<file path="src/rtl/mix_columns_iter.sv">
// AES MixColumns stage: mixes COLS_PER_CYCLE columns per clock behind valid/ready handshakes.
// Optional InvMixColumns mode (and port in_inverse) enabled by defining INV_MIX_COLUMNS_EN.
module mix_columns_iter #(
  parameter int unsigned COLS_PER_CYCLE = 1
) (
  input  logic         clk,
  input  logic         rst_n,
  input  logic         in_valid,
  output logic         in_ready,
  input  logic [127:0] in_data,
  input  logic         in_bypass,
`ifdef INV_MIX_COLUMNS_EN
  input  logic         in_inverse,
`endif
  output logic         out_valid,
  input  logic         out_ready,
  output logic [127:0] out_data
);

  generate
    if (!(COLS_PER_CYCLE == 1 || COLS_PER_CYCLE == 2 || COLS_PER_CYCLE == 4)) begin : g_bad_cpc
      $error("mix_columns_iter: COLS_PER_CYCLE must be 1, 2 or 4");
    end
  endgenerate

  localparam int unsigned SH       = (COLS_PER_CYCLE == 4) ? 2 : (COLS_PER_CYCLE == 2) ? 1 : 0;
  localparam int unsigned NGROUPS  = 4 >> SH;
  localparam logic [1:0]  LAST_CNT = 2'(NGROUPS - 1);

  typedef enum logic [1:0] {IDLE, BUSY, DONE} state_t;

  state_t       state, state_nx;
  logic [127:0] wr;
  logic [1:0]   cnt;
  logic [1:0]   base;
  logic         accept;
  logic [1:0]   col_idx [COLS_PER_CYCLE];
  logic [31:0]  col_out [COLS_PER_CYCLE];
`ifdef INV_MIX_COLUMNS_EN
  logic         inv_q;
`endif

  function automatic logic [7:0] xt(input logic [7:0] x);
    return {x[6:0], 1'b0} ^ (x[7] ? 8'h1B : 8'h00);
  endfunction

  function automatic logic [31:0] fwd_mix(input logic [31:0] c);
    logic [7:0] a0, a1, a2, a3;
    {a3, a2, a1, a0} = c;
    return {xt(a0) ^ a0 ^ a1 ^ a2 ^ xt(a3),
            a0 ^ a1 ^ xt(a2) ^ xt(a3) ^ a3,
            a0 ^ xt(a1) ^ xt(a2) ^ a2 ^ a3,
            xt(a0) ^ xt(a1) ^ a1 ^ a2 ^ a3};
  endfunction

`ifdef INV_MIX_COLUMNS_EN
  // 9/B/D/E multiples built from x, 2x, 4x, 8x
  function automatic logic [7:0] gmul(input logic [7:0] x, input logic [3:0] k);
    logic [7:0] x2, x4, x8;
    x2 = xt(x);
    x4 = xt(x2);
    x8 = xt(x4);
    return (k[0] ? x : 8'h00) ^ (k[1] ? x2 : 8'h00) ^ (k[2] ? x4 : 8'h00) ^ (k[3] ? x8 : 8'h00);
  endfunction

  function automatic logic [31:0] inv_mix(input logic [31:0] c);
    logic [7:0] a0, a1, a2, a3;
    {a3, a2, a1, a0} = c;
    return {gmul(a0, 4'hB) ^ gmul(a1, 4'hD) ^ gmul(a2, 4'h9) ^ gmul(a3, 4'hE),
            gmul(a0, 4'hD) ^ gmul(a1, 4'h9) ^ gmul(a2, 4'hE) ^ gmul(a3, 4'hB),
            gmul(a0, 4'h9) ^ gmul(a1, 4'hE) ^ gmul(a2, 4'hB) ^ gmul(a3, 4'hD),
            gmul(a0, 4'hE) ^ gmul(a1, 4'hB) ^ gmul(a2, 4'hD) ^ gmul(a3, 4'h9)};
  endfunction
`endif

  assign accept    = in_valid && in_ready;
  assign in_ready  = rst_n && (state == IDLE);
  assign out_valid = (state == DONE);
  assign out_data  = wr;
  assign base      = cnt << SH;

  generate
    for (genvar g = 0; g < COLS_PER_CYCLE; g++) begin : g_col
      assign col_idx[g] = base + 2'(g);
`ifdef INV_MIX_COLUMNS_EN
      assign col_out[g] = inv_q ? inv_mix(wr[32*col_idx[g] +: 32])
                                : fwd_mix(wr[32*col_idx[g] +: 32]);
`else
      assign col_out[g] = fwd_mix(wr[32*col_idx[g] +: 32]);
`endif
    end
  endgenerate

  always_ff @(posedge clk) begin
    if (!rst_n) state <= IDLE;
    else        state <= state_nx;
  end

  always_comb begin
    state_nx = state;
    unique case (state)
      IDLE: if (accept) state_nx = in_bypass ? DONE : BUSY;
      BUSY: if (cnt == LAST_CNT) state_nx = DONE;
      DONE: if (out_ready) state_nx = IDLE;
      default: state_nx = IDLE;
    endcase
  end

  always_ff @(posedge clk) begin
    if (!rst_n) begin
      wr  <= '0;
      cnt <= '0;
`ifdef INV_MIX_COLUMNS_EN
      inv_q <= 1'b0;
`endif
    end else begin
      if (state == IDLE && accept) begin
        wr  <= in_data;
        cnt <= '0;
`ifdef INV_MIX_COLUMNS_EN
        inv_q <= in_inverse;
`endif
      end else if (state == BUSY) begin
        for (int unsigned g = 0; g < COLS_PER_CYCLE; g++) begin
          wr[32*col_idx[g] +: 32] <= col_out[g];
        end
        cnt <= cnt + 2'd1;
      end
    end
  end

endmodule

</file>
<file path="config.mk">
export PLATFORM = sky130hd
export DESIGN_NAME = mix_columns_iter
export DESIGN_NICKNAME = d
export VERILOG_FILES = /design/src/rtl/mix_columns_iter.sv
export SDC_FILE = /design/constraint.sdc
export NUM_CORES = 1
export LEC_CHECK = 0
export ABC_AREA = 1
export CAP_MARGIN = 15
export CORE_ASPECT_RATIO = 1.4
export CORE_MARGIN = 5
export CORE_UTILIZATION = 47
export CTS_CLUSTER_DIAMETER = 100
export DETAILED_ROUTE_END_ITERATION = 7
export GPL_TIMING_DRIVEN = 0
export PLACE_DENSITY_LB_ADDON = 0.2
export SKIP_LAST_GASP = 1
export SYNTH_ARGS = -nofsm -noshare
export SYNTH_HDL_FRONTEND = slang
export SYNTH_SLANG_ARGS = --single-unit
</file>
<file path="constraint.sdc">
create_clock -name clk -period 4.42 [get_ports clk]
set_clock_uncertainty 0.1 [all_clocks]
set_input_delay 0.663 -clock clk [delete_from_list [all_inputs] [get_ports clk]]
set_output_delay 0.663 -clock clk [all_outputs]
set_load 0.1 [all_outputs]
</file>
==> impl_metrics.env <==
export IMPL_status="completed"
export IMPL_drv_slew=0
export IMPL_maxClockFrequency_ghz=0.281
export IMPL_cts_buffer_depth=2
export IMPL_nFillCells=1891
export IMPL_synthToLayoutAreaGrowth_pct=36.7
export IMPL_synth_compound_area_share_pct=9.73
export IMPL_clock_sinks=132
export IMPL_critPathKind="register to register"
export IMPL_cp_start_kind="register"
export IMPL_die_area_um2=23700
export IMPL_cp_required_ns=4.68
export IMPL_met2RoutedLength_mm=23.7
export IMPL_cts_setup_buffers=0
export IMPL_dpl_hpwl_mm=41.8
export IMPL_setup_ws_ns=0.859
export IMPL_via_per_inst=6.01
export IMPL_dr_wl_met3_mm=6.84
export IMPL_period_share_pct=80.6
export IMPL_synth_seq_cells=132
export IMPL_wl_per_cell_um=23.4
export IMPL_ff_latch_area_um2=2640
export IMPL_core_area_um2=20500
export IMPL_ys_seq_area_share_pct=27.2
export IMPL_antenna_found_initial=0
export IMPL_synth_simple_gate_area_share_pct=51.3
export IMPL_grt_use_total_pct=42.8
export IMPL_dr_pass1_iters=7
export IMPL_p_per_area_nw_per_um2=391
export IMPL_worst_slew_pin_slew_ns=1.03
export IMPL_routed_top_layer="met4"
export IMPL_rows=62
export IMPL_path_max_fanout=11
export IMPL_synth_xor_area_share_pct=1.04
export IMPL_cts_resized=0
export IMPL_crit_arrival_ns=3.82
export IMPL_ir_worst_vdd_v=0.000262
export IMPL_netlist_instances=1730
export IMPL_final_setup_tns_ns=0
export IMPL_layout_min_cycle_time_ns=3.56
export IMPL_reg2reg_slack_ns=0.86
export IMPL_relSlewSlack_pct=31.3
export IMPL_hold_viol_final=0
export IMPL_syn_num_nets=1868
export IMPL_whs_ns=0.413
export IMPL_place_ws_ns=1.04
export IMPL_synth_fa_ha_area_share_pct=0.643
export IMPL_rsz0062_at_grt="false"
export IMPL_postCtsHoldBufs=0
export IMPL_post_route_drc_count=0
export IMPL_overflow=0
export IMPL_ios=263
export IMPL_portBuffers=262
export IMPL_grt_pass1_vias=12900
export IMPL_synthesis_area_um2=9720
export IMPL_synth_top_family_by_area="simple AND/OR/NAND/NOR gates"
export IMPL_initial_core_util_pct=47.5
export IMPL_cts_tree="built"
export IMPL_nNetsFinal=2149
export IMPL_gp_congestion=1.02
export IMPL_num_vias=13700
export IMPL_leakagePower_nw=6.07
export IMPL_grt_pass1_wl_mm=78.2
export IMPL_clock_latency_ns=0.44
export IMPL_cap_viol_max_count=0
export IMPL_endpoint_kind="register"
export IMPL_wl_met1_mm=18.0
export IMPL_power_total_mw=5.20
export IMPL_grt_max_degree=17
export IMPL_drt_iter0_drc=1892
export IMPL_avgSynthCellArea_um2=5.62
export IMPL_ys_types=35
export IMPL_min_path_type="register to register"
export IMPL_cts_made_buffers=17
export IMPL_multi_input_area_um2=6100
export IMPL_setup_viol=0
export IMPL_drive_above_1_share_pct=5.93
export IMPL_wl_mm=53.4
export IMPL_synth_mux_area_share_pct=0
export IMPL_clkTransAtPathRegs_ns=0.07
export IMPL_cts_root_buf="clkbuf_16"
export IMPL_yosys_warnings=0
export IMPL_die_width_um=132
export IMPL_cts_max_level=4
export IMPL_die_h_um=180
export IMPL_drtAntennaViolNets=0
registers in the layout, summed over array words and instances, names as in the netlist:
| signal | cells |
|---|---|
| state | 2 |
| out_data | 128 |
| base | 2 |
critical path, stage by stage, from the launching register on:
cell,delay (ns)
dfxtp_1,0.39
inv_1,0.11
buf_2,0.27
buf_2,0.43
ha_1,0.51
nand2_1,0.15
nor4_2,0.54
clkbuf_1,0.67
nand2_1,0.12
a31oi_1,0.17
worst paths after layout:
check	from	to	depth (start not counted)
max	base[1]$_SDFFE_PP0P_	out_data[21]$_SDFFE_PN0P_	9
min	out_data[10]$_SDFFE_PN0P_	out_data[10]$_SDFFE_PN0P_	2
max reg2reg	base[1]$_SDFFE_PP0P_	out_data[21]$_SDFFE_PN0P_	9
min reg2reg	out_data[10]$_SDFFE_PN0P_	out_data[10]$_SDFFE_PN0P_	2
power by group:
group / internal [mW] / switching (mW)
Clock: 0.906 / 0.655
Combinational: 0.571 / 1.70
Sequential: 1.27 / 0.0963
Yosys cell counts:
library cell,n,area [um^2]
nand2_4,1,11.3
o2111ai_1,1,8.76
nand2_1,887,3330
o21ai_2,2,17.5
xor2_2,1,16.3
a211oi_1,1,7.51
a31oi_1,45,282
ha_1,5,62.6
xnor2_2,2,32.5
a22o_1,20,175
nor3_1,1,5.00
buf_8,1,15.0
nor4_2,1,12.5
inv_1,120,450
buf_1,6,22.5
buf_2,35,175
inv_2,8,30.0
nand2_2,18,113
nor2_2,4,25.0
nor3_2,3,30.0
nand3_2,1,10.0
nor2_4,1,11.3
clkbuf_1,51,191
a21oi_1,84,420
dfxtp_1,132,2640
inv_4,1,6.26
nor2_1,13,48.8
buf_6,5,56.3
nand4_1,57,357
nand3b_1,3,22.5
nand3_1,202,1010
xor2_1,1,8.76
buf_4,5,37.5
o21ai_0,7,35.0
xnor2_1,5,43.8
layout by cell type (no fill, tap or decap), drive strengths merged:
cell type	instances
a211oi	1
a21oi	84
a22o	20
a31oi	45
buf	52
bufinv	3
clkbuf	68
clkdlybuf4s50	262
clkinv	1
clkinvlp	2
dfxtp	132
diode	2
ha	5
inv	137
nand2	906
nand3	203
nand3b	3
nand4	57
nor2	18
nor3	4
nor4	1
o2111ai	1
o21ai	9
xnor2	7
xor2	2
cell type report:
type	instances	area share, %
Inverter	129	3.66
Antenna cell	2	0.0377
Multi-Input combinational cell	1366	45.9
Tap cell	256	2.41
Buffer	103	3.75
Clock buffer	17	3.20
Clock inverter	14	1.44
Sequential cell	132	19.9
Timing Repair Buffer	262	19.7
logic make-up after synthesis:
family          count (synthesis)
compound gates                160
xor+xnor                        9
fa+ha+maj                       5
buf+inv                       232
flops                         132
simple gates                 1192
layer usage:
layer / track usage, % / vias to the layer above
li1: - / 6142
met1: 50.4 / 6110
met2: 68.2 / 1141
met3: 9.89 / 309
met4: 30.6 / 0
met5: 0 / -
stage by stage:
| step | utilization, % | area, um^2 | instances |
|---|---|---|---|
| after floorplan | - | 9720 | 1730 |
| after global placement | 61.8 | 12700 | 2248 |
| after detailed placement | 61.8 | 12700 | 2248 |
| after CTS | 64.9 | 13300 | 2279 |
| after global routing | 64.9 | 13300 | 2279 |
| final | 64.9 | 13300 | 2281 |
No activity file was read; power rests on OpenSTA's default activity.
